===== src/rtl/cache_fill_fsm.sv =====
// Miss fill controller: fetches the 8-word block holding a missed address and
// steers each returned word into the data array, then writes the tag.
module cache_fill_fsm #(
  parameter int ADDR_W = 16,
  parameter int SET_W  = 7,
  parameter int WORD_W = 3
) (
  input  logic                            clk,
  input  logic                            rst,
  input  logic                            miss_detected,
  input  logic [ADDR_W-1:0]               miss_address,
  input  logic                            memory_data_valid,
  output logic                            fsm_busy,
  output logic                            mem_read_en,
  output logic [ADDR_W-1:0]               memory_address,
  output logic [SET_W-1:0]                fill_set,
  output logic [WORD_W-1:0]               fill_word,
  output logic                            write_data_array,
  output logic                            write_tag_array,
  output logic [ADDR_W-SET_W-WORD_W-2:0]  fill_tag
);

  localparam int OFS_W = WORD_W + 1;
  localparam logic [WORD_W:0]   LAST_WORD = {1'b0, {WORD_W{1'b1}}};
  localparam logic [ADDR_W-1:0] BLK_MASK  = ~ADDR_W'((1 << OFS_W) - 1);

  typedef enum logic {IDLE, FILL} state_t;

  state_t            state, state_next;
  logic [WORD_W:0]   issue_cnt, recv_cnt;
  logic [ADDR_W-1:0] base;
  logic [WORD_W-1:0] issue_idx;
  logic [ADDR_W-1:0] word_ofs;
  logic              done;

  always_ff @(posedge clk) begin
    if (rst) begin
      state     <= IDLE;
      issue_cnt <= '0;
      recv_cnt  <= '0;
      base      <= '0;
    end else begin
      state <= state_next;
      if (state == IDLE) begin
        if (miss_detected) begin
          base      <= miss_address & BLK_MASK;
          issue_cnt <= '0;
          recv_cnt  <= '0;
        end
      end else begin
        if (!issue_cnt[WORD_W])
          issue_cnt <= issue_cnt + 1'b1;
        if (memory_data_valid && !recv_cnt[WORD_W])
          recv_cnt <= recv_cnt + 1'b1;
      end
    end
  end

  // Counters saturate at 8; index views clamp to 7 so the last request address
  // and the last written word index stay on display after the block completes.
  always_comb begin
    issue_idx = issue_cnt[WORD_W] ? '1 : issue_cnt[WORD_W-1:0];
    fill_word = recv_cnt[WORD_W]  ? '1 : recv_cnt[WORD_W-1:0];
    word_ofs  = '0;
    word_ofs[WORD_W:0] = {issue_idx, 1'b0};
    memory_address = base + word_ofs;
    fill_set = base[SET_W+WORD_W:OFS_W];
    fill_tag = base[ADDR_W-1:SET_W+OFS_W];
  end

  always_comb begin
    state_next       = state;
    fsm_busy         = 1'b0;
    mem_read_en      = 1'b0;
    write_data_array = 1'b0;
    write_tag_array  = 1'b0;
    done             = 1'b0;
    case (state)
      IDLE: begin
        if (miss_detected)
          state_next = FILL;
      end
      FILL: begin
        // Strobes are suppressed during the reset cycle itself.
        fsm_busy         = !rst;
        mem_read_en      = !rst && !issue_cnt[WORD_W];
        write_data_array = !rst && memory_data_valid;
        done             = memory_data_valid && (recv_cnt == LAST_WORD);
        write_tag_array  = !rst && done;
        if (done)
          state_next = IDLE;
      end
      default: state_next = IDLE;
    endcase
  end

endmodule


===== config.mk =====
export PLATFORM = sky130hd
export DESIGN_NAME = cache_fill_fsm
export DESIGN_NICKNAME = d
export VERILOG_FILES = /design/src/rtl/cache_fill_fsm.sv
export SDC_FILE = /design/constraint.sdc
export NUM_CORES = 1
export LEC_CHECK = 0
export CAP_MARGIN = 15
export CORE_MARGIN = 5
export CORE_UTILIZATION = 41
export CTS_CLUSTER_SIZE = 10
export DETAILED_ROUTE_END_ITERATION = 8
export PLACE_DENSITY = 0.87
export SETUP_SLACK_MARGIN = 0.4
export SLEW_MARGIN = 30
export SYNTH_ARGS = -nofsm -noshare
export SYNTH_HDL_FRONTEND = slang
export SYNTH_SLANG_ARGS = --single-unit

===== constraint.sdc =====
create_clock -name clk -period 3.1 [get_ports clk]
set_input_delay 0.62 -clock clk [delete_from_list [all_inputs] [get_ports clk]]
set_output_delay 0.62 -clock clk [all_outputs]
set_load 0.01 [all_outputs]

---- Word level (Yosys, flattened, before mapping) ----
Index checks and enable logic that the tools add are counted.
cells by class
  $add $sub $neg .......................... 3
  equal/unequal tests ..................... 3
  mux-type cells .......................... 14
  bitwise operators ....................... 1
  reduce and logical (&&, ||, !) cells .... 12
operators by type and width
  cell                                                                     count
  4-bit two-way mux                                                        5
  16-bit by 4-bit adder with 16-bit output                                 1
  4-bit by 1-bit adder with 4-bit output, second input constant            2
  1-bit two-way mux                                                        6
  3-bit two-way mux                                                        2
  2-bit AND reduction                                                      3
  1-bit logical AND                                                        5
  4-bit by 3-bit equality test with 1-bit output, second input constant    1
  1-bit zero test                                                          3
  2-bit by 1-bit inequality test with 1-bit output, second input constant  1
  2-bit inequality test, second input constant                             1
  1-bit case mux with 2 select lines                                       1
  2-bit nonzero test                                                       1
  1-bit NOT                                                                1
word-level totals
  register bits after elaboration ......... 21
  bits of input ports ..................... 20
  output and inout port bits .............. 35
  logic and storage cells ................. 38

---- Logic depth before layout (Yosys ltp) ----
Gate-level depths: netlist of the first run.
  depth in word-level cells ............... 4
  gate-level depth with buffers ........... 4
  depth with buffers taken out ............ 4

---- Worst setup path before layout of the first run ----
No wires, ideal clock.
  kind .................................... input to output
  start point ............................. in rst
  end point ............................... out write_tag_array
  data arrival time ....................... 1240 ps
  data required time ...................... 2480 ps
  setup slack ............................. 1240 ps
  stages on the path ...................... 3
  path buffers ............................ 2
  path through ............................ clkbuf_1 buf_2 nor3_1
between the ends
  word-level cells in the longest chain between the ends .. 3
ends and longest elaborated chain
  what               RTL line  source
  from (decl)        9         input logic rst,
  1-bit zero test    89        write_tag_array = !rst && done;
  1-bit logical AND  89
  1-bit two-way mux  78        case (state)
  to (decl)          19        output logic write_tag_array,
Every way passes these cells.

---- Worst setup path after layout of the first run ----
  start point ............................. in rst
  end point ............................... out write_data_array
between the ends
  word-level cells in the longest chain between the ends .. 3
ends and longest elaborated chain
  what               RTL line  source
  1-bit zero test    87        write_data_array = !rst && memory_data_valid;
  1-bit logical AND  87
  1-bit two-way mux  78
  to (decl)          18        output logic write_data_array,
Every way passes these cells.

==> impl_metrics.tcl, run 1 <==
set metrics [dict create \
    status "finished clean" \
    cap_violations 0 \
    cts_hold_buf 0 \
    layout_min_cycle_time_ns 2.53 \
    grt_overflow 0 \
    nFillCells 222 \
    setup_viol_count_final 0 \
    yosys_warnings 0 \
    drt_iter0_markers 16 \
    critPathLaunch "rst" \
    placed_area_sq_um 1430 \
    arrival_ns 1.91 \
    crit_fanout 4 \
    grt_pass1_wl_mm 4.11 \
    synth_top_area_share 0.409 \
    final-max-slew-violation-count 0 \
    r2r_end "base[8]$_SDFFE_PP0P_" \
    holdCritPathClass "reg -> reg" \
    leakage_nw 0.549 \
    cts_tree "yes" \
    cts_resized 1 \
    drtPass1Iterations 4 \
    ys_types 30 \
    total_power_mw 0.538 \
    wl_per_cell_microns 12.9 \
    synthFlopType "dfxtp_1" \
    port_buffers 49 \
    fp.dieH_microns 60.1 \
    post_cts_buffers 0 \
    syn_area_per_cell_sq_um 8.09 \
    synth_common_cells "nand2_1 (26), dfxtp_1 (21), a21oi_1 (18)" \
    vdd_drop_max_mv 0.207 \
    multi_input_area_sq_um 463 \
    drive_gt1_frac 0.0926 \
    holdPathEnd "base[15]$_SDFFE_PP0P_" \
    rsz0062_at_grt "no" \
    reg2reg_depth 3 \
    grt_start_max_net_pins 23 \
    fin_crit_sh 0.815 \
    finalWeightedCongestion 0.775 \
    synthMostInstantiatedCell "nand2_1" \
    final_core_util 0.597 \
    synth.area.top_cells "dfxtp_1 (41%), buf_4 (11%), nand2_1 (9.5%), a21oi_1 (8.8%), or2_2 (3.7%)" \
    num_vias 959 \
    pin_count 55 \
    area_growth_pct 41.4 \
    wirelength_mm 2.48 \
    syn-num-nets 149 \
    critical_path_required_ns 2.48 \
    rows 18 \
    seq_area_frac_synth 0.409 \
    numCtsBuffers 3 \
    ant_nets 0 \
    track_usage 0.147 \
    clock_path_buffers 2 \
    clkSlewWorstSetupHoldPaths_ns 0.12 \
    dp_slack_ns 0.401 \
    start_util 0.422 \
    htreeDepth 1 \
    synth_top_cell_by_area "dfxtp_1" \
    cp-end-kind "output pin" \
    fp.coreArea_sq_um 2430 \
    fin_area_sq_um 1450 \
    synth.cell_area_sq_um 1030 \
    setup_tns_ns 0 \
    diodes 0 \
    final-seq-area_sq_um 420 \
    p_per_area_nw_per_um2 371 \
    die_w_microns 60.1 \
    synth-seq-cells 21 \
    skew_ns 0.00510 \
    reg2reg_slack_ns 1.80 \
    grt_pass1_vias 943 \
    clock_sinks 21 \
    root_buffer "clkbuf_4" \
    vias_per_cell 4.99 \
    dieArea_sq_um 3610 \
    max_freq_mhz 396 \
    crit_path_start_kind "primary input" \
    synth_edf_count 0 \
    fin_ws_ns 0.575 \
    reg2reg_from "state$_SDFF_PP0_" \
    nNetsFinal 185 \
    synth_cells 127 \
    critPathKind "in -> out" \
    whs_path_depth 2 \
    clock_latency_ns 0.30 \
    hpwl_mm 1.90 \
    min_from "base[15]$_SDFFE_PP0P_" \
    antenna_found_initial 0 \
    drc 0 \
    postSynth.asyncResetShare 0 \
    hold_viol 0 \
]
-- per-layer routing --
layer | track usage | vias to the layer above | wire [microns]
met5 | 0 | - | 0
met4 | 0.0348 | 0 | 15
met3 | 0.0454 | 2 | 258
met2 | 0.264 | 37 | 1200
met1 | 0.168 | 443 | 1010
li1 | - | 477 | -
-- worst max path at each step --
| stage | end | slack [ns] | cells after the start |
|---|---|---|---|
| 2_1_floorplan | write_tag_array | 1.24 | 3 |
| 3_3_place_gp | write_tag_array | 0.42 | 4 |
| 3_5_place_dp | write_tag_array | 0.40 | 4 |
| 4_1_cts | write_data_array | 0.55 | 4 |
| 5_1_grt | write_data_array | 0.41 | 4 |
| 6_report | write_data_array | 0.57 | 4 |
-- cells by family (layout without fill, tap and decap cells) --
logic type               count (synthesis)  in the layout  synth area share
other                                    1              1           0.00365
buffers and inverters                   21             56             0.140
AND/OR/NAND/NOR                         56             56             0.281
flip-flops                              21             21             0.409
AO/OA/AOI/OAI                           26             26             0.141
adder cells (fa/ha/maj)                  2              2            0.0244
-- power breakdown --
part           internal [mW]  total [mW]  switching, mW
Clock                 0.0481       0.131         0.0827
Combinational         0.0654       0.113         0.0478
Sequential             0.282       0.294         0.0124
-- registers in the layout, indices dropped and copies added, names as in the netlist --
register	flops
issue_cnt	4
recv_cnt	4
state	1
base	12
-- cell type report --
cell class,count,area share
timing repair buffer,50,0.342
multi-input combinational,85,0.319
sequential,21,0.289
tap,30,0.0258
clock buffer,3,0.0155
inverter,2,0.00517
clock inverter,1,0.00345
-- cells in the final DEF (no fill, tap or decap), types with 2 or more instances in the layout --
| cell | Yosys | layout |
|---|---|---|
| ha_1 | 2 | 2 |
| inv_1 | 2 | 2 |
| o21ai_0 | 4 | 4 |
| dfxtp_1 | 21 | 21 |
| nor3_1 | 4 | 4 |
| a21oi_1 | 18 | 18 |
| nor2_1 | 4 | 4 |
| nand2b_1 | 2 | 2 |
| and2_1 | 2 | 2 |
| nand2_1 | 26 | 26 |
| or2_2 | 6 | 6 |
| or3_1 | 2 | 2 |
| clkbuf_4 | 0 | 3 |
| nand3_1 | 2 | 2 |
| clkdlybuf4s50_1 | 0 | 48 |
-- through the flow --
stage	hold WS (ns)	cells
4_1_cts	0.485	192
3_3_place_gp	0.457	188
6_report	0.480	192
3_5_place_dp	0.467	188
5_1_grt	0.511	192
2_1_floorplan	0.470	127
-- critical path, stage by stage --
cell,delay (ns)
clkdlybuf4s50_1,0.47
nor2_1,0.14
and2_1,0.14
clkdlybuf4s50_1,0.53
Power figures use the tool's default switching activity.
==> inputs of run 2 (changes only) <==
--- a/config.mk
+++ b/config.mk
@@ -7,10 +7,10 @@
 export LEC_CHECK = 0
 export CAP_MARGIN = 15
 export CORE_MARGIN = 5
-export CORE_UTILIZATION = 41
+export CORE_UTILIZATION = 34
 export CTS_CLUSTER_SIZE = 10
 export DETAILED_ROUTE_END_ITERATION = 8
-export PLACE_DENSITY = 0.87
+export PLACE_DENSITY = 0.77
 export SETUP_SLACK_MARGIN = 0.4
 export SLEW_MARGIN = 30
 export SYNTH_ARGS = -nofsm -noshare
==> constraint.sdc (replaced) <==
create_clock -name clk -period 2.1 [get_ports clk]
set_input_delay 0.42 -clock clk [delete_from_list [all_inputs] [get_ports clk]]
set_output_delay 0.42 -clock clk [all_outputs]
set_load 0.01 [all_outputs]
==> run 2 against run 1 <==
Net effect:
- clock skew is essentially flat
- sequential power grew 45%
- clock-buffer cell count grew 1
- power grew 46%
- wire length grew 3.5%
- die area grew 17%
- sequential share of layout area is essentially flat
- combinational power grew 53%
- utilization shrank 9.0 points
- cell count grew 3.6%
- critical endpoint is now fill_word[1]
==> impl_metrics.tcl, run 2 (same netlist as run 1, synthesis figures left out) <==
set metrics [dict create \
    grt_pass1_vias 954 \
    nNetsFinal 189 \
    wirelength_mm 2.57 \
    ant_nets 0 \
    root_buffer "clkbuf_4" \
    fp.coreArea_sq_um 2980 \
    fin_crit_sh 0.793 \
    wl_per_cell_microns 12.9 \
    critical_path_required_ns 1.68 \
    track_usage 0.123 \
    cts_hold_buf 0 \
    regMostFlops "base" \
    crit_path_start_kind "flip-flop" \
    status "finished clean" \
    arrival_ns 1.24 \
    drt_iter0_markers 20 \
    cts_tree "yes" \
    cp-end-kind "output pin" \
    fp.dieH_microns 65.0 \
    antenna_found_initial 0 \
    reg2reg_from "state$_SDFF_PP0_" \
    finalWeightedCongestion 0.716 \
    grt_overflow 0 \
    num_vias 989 \
    cap_violations 0 \
    hpwl_mm 1.96 \
    vdd_drop_max_mv 0.424 \
    final-max-slew-violation-count 0 \
    clock_path_buffers 2 \
    diodes 0 \
    final_common_cell "clkdlybuf4s50_1" \
    dieArea_sq_um 4220 \
    min_from "base[5]$_SDFFE_PP0P_" \
    setup_viol_count_final 0 \
    die_w_microns 65.0 \
    clock_latency_ns 0.29 \
    drive_gt1_frac 0.163 \
    hold_viol 0 \
    start_util 0.345 \
    port_buffers 49 \
    final_cell_mix "clkdlybuf4s50_1 (35), nand2_1 (26), a21oi_1 (18), dfxtp_1 (16), or2_2 (6)" \
    holdCritPathClass "reg -> reg" \
    layout_min_cycle_time_ns 1.66 \
    final_core_util 0.507 \
    htreeDepth 1 \
    reg_top3 "base x12, issue_cnt x4, recv_cnt x4" \
    p_per_area_nw_per_um2 521 \
    critPathLaunch "recv_cnt[1]$_SDFFE_PP0P_" \
    pin_count 55 \
    drtPass1Iterations 5 \
    drc 0 \
    total_power_mw 0.785 \
    clkSlewWorstSetupHoldPaths_ns 0.11 \
    skew_ns 0.00467 \
    critPathKind "reg -> out" \
    max_freq_mhz 601 \
    largest_reg_flops 12 \
    area_growth_pct 46.9 \
    grt_pass1_wl_mm 4.19 \
    vias_per_cell 4.97 \
    numCtsBuffers 3 \
    clock_sinks 21 \
    crit_fanout 4 \
    rsz0062_at_grt "yes" \
    rows 20 \
    leakage_nw 0.641 \
    grt_start_max_net_pins 15 \
]
[run 2: metal layers]
layer	vias to the layer above	share of wire	track usage	wire length, microns
met2	35	0.53	0.238	1360
li1	485	-	-	-
met4	0	0.0066	0.0317	17
met3	2	0.066	0.0347	170
met5	-	0	0	0
met1	467	0.40	0.127	1030
[run 2: final cells by class]
class | instances | area [sq um]
fill | 311 | 1470
timing repair buffer | 54 | 517
multi-input combinational | 85 | 480
sequential | 21 | 437
tap | 33 | 41.3
clock buffer | 4 | 26.3
inverter | 2 | 7.51
[run 2: worst max-delay path, stage by stage (launching register included)]
cell and delay, ns:
dfxtp_4 0.38, or2_2 0.29, dlygate4sd2_1 0.28
[run 2: worst paths after layout]
| check | cells after the start | endpoint | slack, ns |
|---|---|---|---|
| worst max-delay path | 2 | fill_word[1] | 0.44 |
| worst min-delay path | 2 | base[5]$_SDFFE_PP0P_ | 0.48 |
| worst max register to register | 4 | base[10]$_SDFFE_PP0P_ | 0.78 |
| worst min register to register | 2 | base[5]$_SDFFE_PP0P_ | 0.48 |
[run 2: power breakdown]
group / total [mW] / internal [mW] / switching, mW
Clock: 0.187 / 0.0739 / 0.113
Sequential: 0.426 / 0.412 / 0.0140
Combinational: 0.173 / 0.0956 / 0.0769
Total: 0.785 / 0.582 / 0.204
[run 2: stage by stage]
step                instances  hold WS (ns)  TNS (ns)  setup slack [ns]  area, sq um
floorplan                 127         0.470         0             0.640         1030
global placement          194         0.453    -0.183            -0.107         1450
detailed placement        194         0.465    -0.212            -0.104         1450
CTS                       198         0.481         0             0.367         1490
global route              199         0.497         0             0.371         1510
finish                    199         0.476         0             0.435         1510
[run 2: what timing repair did]
item / CTS / global route
buffers inserted: 0 / 1
pin swaps: 3 / 1
endpoints found under the setup margin: 10 / 10
resized for setup: 23 / 14
==> inputs of run 3 (changes only) <==
==> constraint.sdc (replaced) <==
create_clock -name clk -period 1.5 [get_ports clk]
set_input_delay 0.3 -clock clk [delete_from_list [all_inputs] [get_ports clk]]
set_output_delay 0.3 -clock clk [all_outputs]
set_load 0.01 [all_outputs]
==> run 3 against run 2 <==
Net effect:
- the flow now finishes with violations (negative setup slack)
- sequential power is 43% higher
- highest routed layer unchanged
- first-iteration DRC count grew 90%
- critical path depth grew 2
- non-clock buffer count up 33
- power grew 68%
- critical endpoint unchanged
==> impl_metrics.tcl, run 3 (same netlist as run 1, synthesis figures left out) <==
set metrics [dict create \
    status "complete, but fails checks" \
    violations "negative setup slack" \
    wirelength_mm 3.80 \
    port_buffers 49 \
    layout_min_cycle_time_ns 1.56 \
    nNetsFinal 222 \
    dieArea_sq_um 4220 \
    antenna_found_initial 0 \
    hold_viol 0 \
    numCtsBuffers 3 \
    reg_top3 "base x12, issue_cnt x4, recv_cnt x4" \
    reg2reg_slack_ns 0.22 \
    finalNonFillerCells 232 \
    skew_ns 0.00653 \
    crit_fanout 3 \
    drt_iter0_markers 38 \
    cap_violations 0 \
    critical_path_required_ns 1.20 \
    placed_area_sq_um 1520 \
    grt_overflow 0 \
    crit_path_start_kind "flip-flop" \
    fp.coreArea_sq_um 2980 \
    area_growth_pct 114 \
    drtPass1Iterations 4 \
    setup_viol_count_final 3 \
    vias_per_cell 5.03 \
    final-max-slew-violation-count 0 \
    rsz0062_at_grt "yes" \
    hpwl_mm 2.05 \
    rows 20 \
    cts_hold_buf 0 \
    pin_count 55 \
    cp-end-kind "output pin" \
    arrival_ns 1.26 \
    root_buffer "clkbuf_4" \
    grt_pass1_wl_mm 5.16 \
    start_util 0.345 \
    track_usage 0.157 \
    p_per_area_nw_per_um2 601 \
    clkSlewWorstSetupHoldPaths_ns 0.13 \
    num_vias 1166 \
    clock_path_buffers 2 \
    htreeDepth 1 \
    diodes 0 \
    leakage_nw 0.961 \
    dp_cells 199 \
    max_freq_mhz 640 \
    drc 0 \
    holdCritPathClass "reg -> reg" \
    cts_tree "yes" \
    finalWeightedCongestion 0.690 \
    wl_per_cell_microns 16.4 \
    ant_nets 0 \
    dp_slack_ns -0.432 \
    die_w_microns 65.0 \
    fin_crit_sh 1.04 \
    fin_ws_ns -0.0628 \
    hold_ws_ns 0.501 \
    final_cell_mix "buf_6 (47), dfxtp_2 (16), buf_4 (16), nand2_1 (14), a21oi_2 (13)" \
    clock_latency_ns 0.30 \
    total_power_mw 1.32 \
    clock_sinks 21 \
    grt_start_max_net_pins 23 \
    fp.dieH_microns 65.0 \
    drive_gt1_frac 0.744 \
    critPathKind "reg -> out" \
    fin_area_sq_um 2200 \
    final_common_cell "buf_6" \
    vdd_drop_max_mv 0.275 \
    largest_reg_flops 12 \
    grt_pass1_vias 1126 \
    regMostFlops "base" \
]
[run 3: cell count changes in the layout (fill, tap and decap cells not counted), moves of 12 or more]
cell             before  now
buf_6                 0   47
clkdlybuf4s50_1      35   12
dfxtp_1              16    0
a21oi_1              18    3
dfxtp_2               1   16
a21oi_2               0   13
buf_4                 4   16
nand2_1              26   14
nand2_4               0   12
[run 3: repair_timing]
item / 4_1_cts / 5_1_grt
cloned: 0 / 2
buffers inserted: 15 / 12
pin swaps: 7 / 16
gates resized for setup: 234 / 50
endpoints found under the setup margin: 51 / 53
[run 3: final timing paths]
check | start | to | cells after the start
setup reg to reg | recv_cnt[3]$_SDFFE_PP0P_ | recv_cnt[2]$_SDFFE_PP0P_ | 5
setup / recovery | recv_cnt[3]$_SDFFE_PP0P_ | fill_word[1] | 4
hold / removal | base[9]$_SDFFE_PP0P_ | base[9]$_SDFFE_PP0P_ | 2
hold reg to reg | base[9]$_SDFFE_PP0P_ | base[9]$_SDFFE_PP0P_ | 2
[run 3: area by class of cell]
type	count	area [sq um]
clock buffer	4	26.3
fill	214	782
inverter	2	10.0
multi-input combinational	85	743
sequential	21	459
tap	33	41.3
timing repair buffer	87	916
[run 3: routing by layer]
metal  vias to the layer above  share of wire  GRT usage
li1                        553              -          -
met1                       563           0.41      0.176
met2                        44           0.51      0.281
met3                         6          0.063     0.0451
met4                         0          0.016     0.0528
met5                         -              0          0
[run 3: through the flow]
step / utilization / TNS [ns]
floorplan: - / 0
global placement: 0.509 / -1.51
detailed placement: 0.509 / -1.66
CTS: 0.606 / -0.188
global route: 0.737 / -0.360
finish: 0.737 / -0.181
[run 3: power by group]
group | internal, mW | switching, mW
Sequential | 0.581 | 0.0268
Combinational | 0.247 | 0.184
Clock | 0.103 | 0.177
[run 3: worst max-delay path, cell delays in order, from the launching register on]
cell     delay, ns
dfxtp_4       0.37
buf_4         0.13
buf_4         0.12
or2_4         0.22
buf_6         0.12
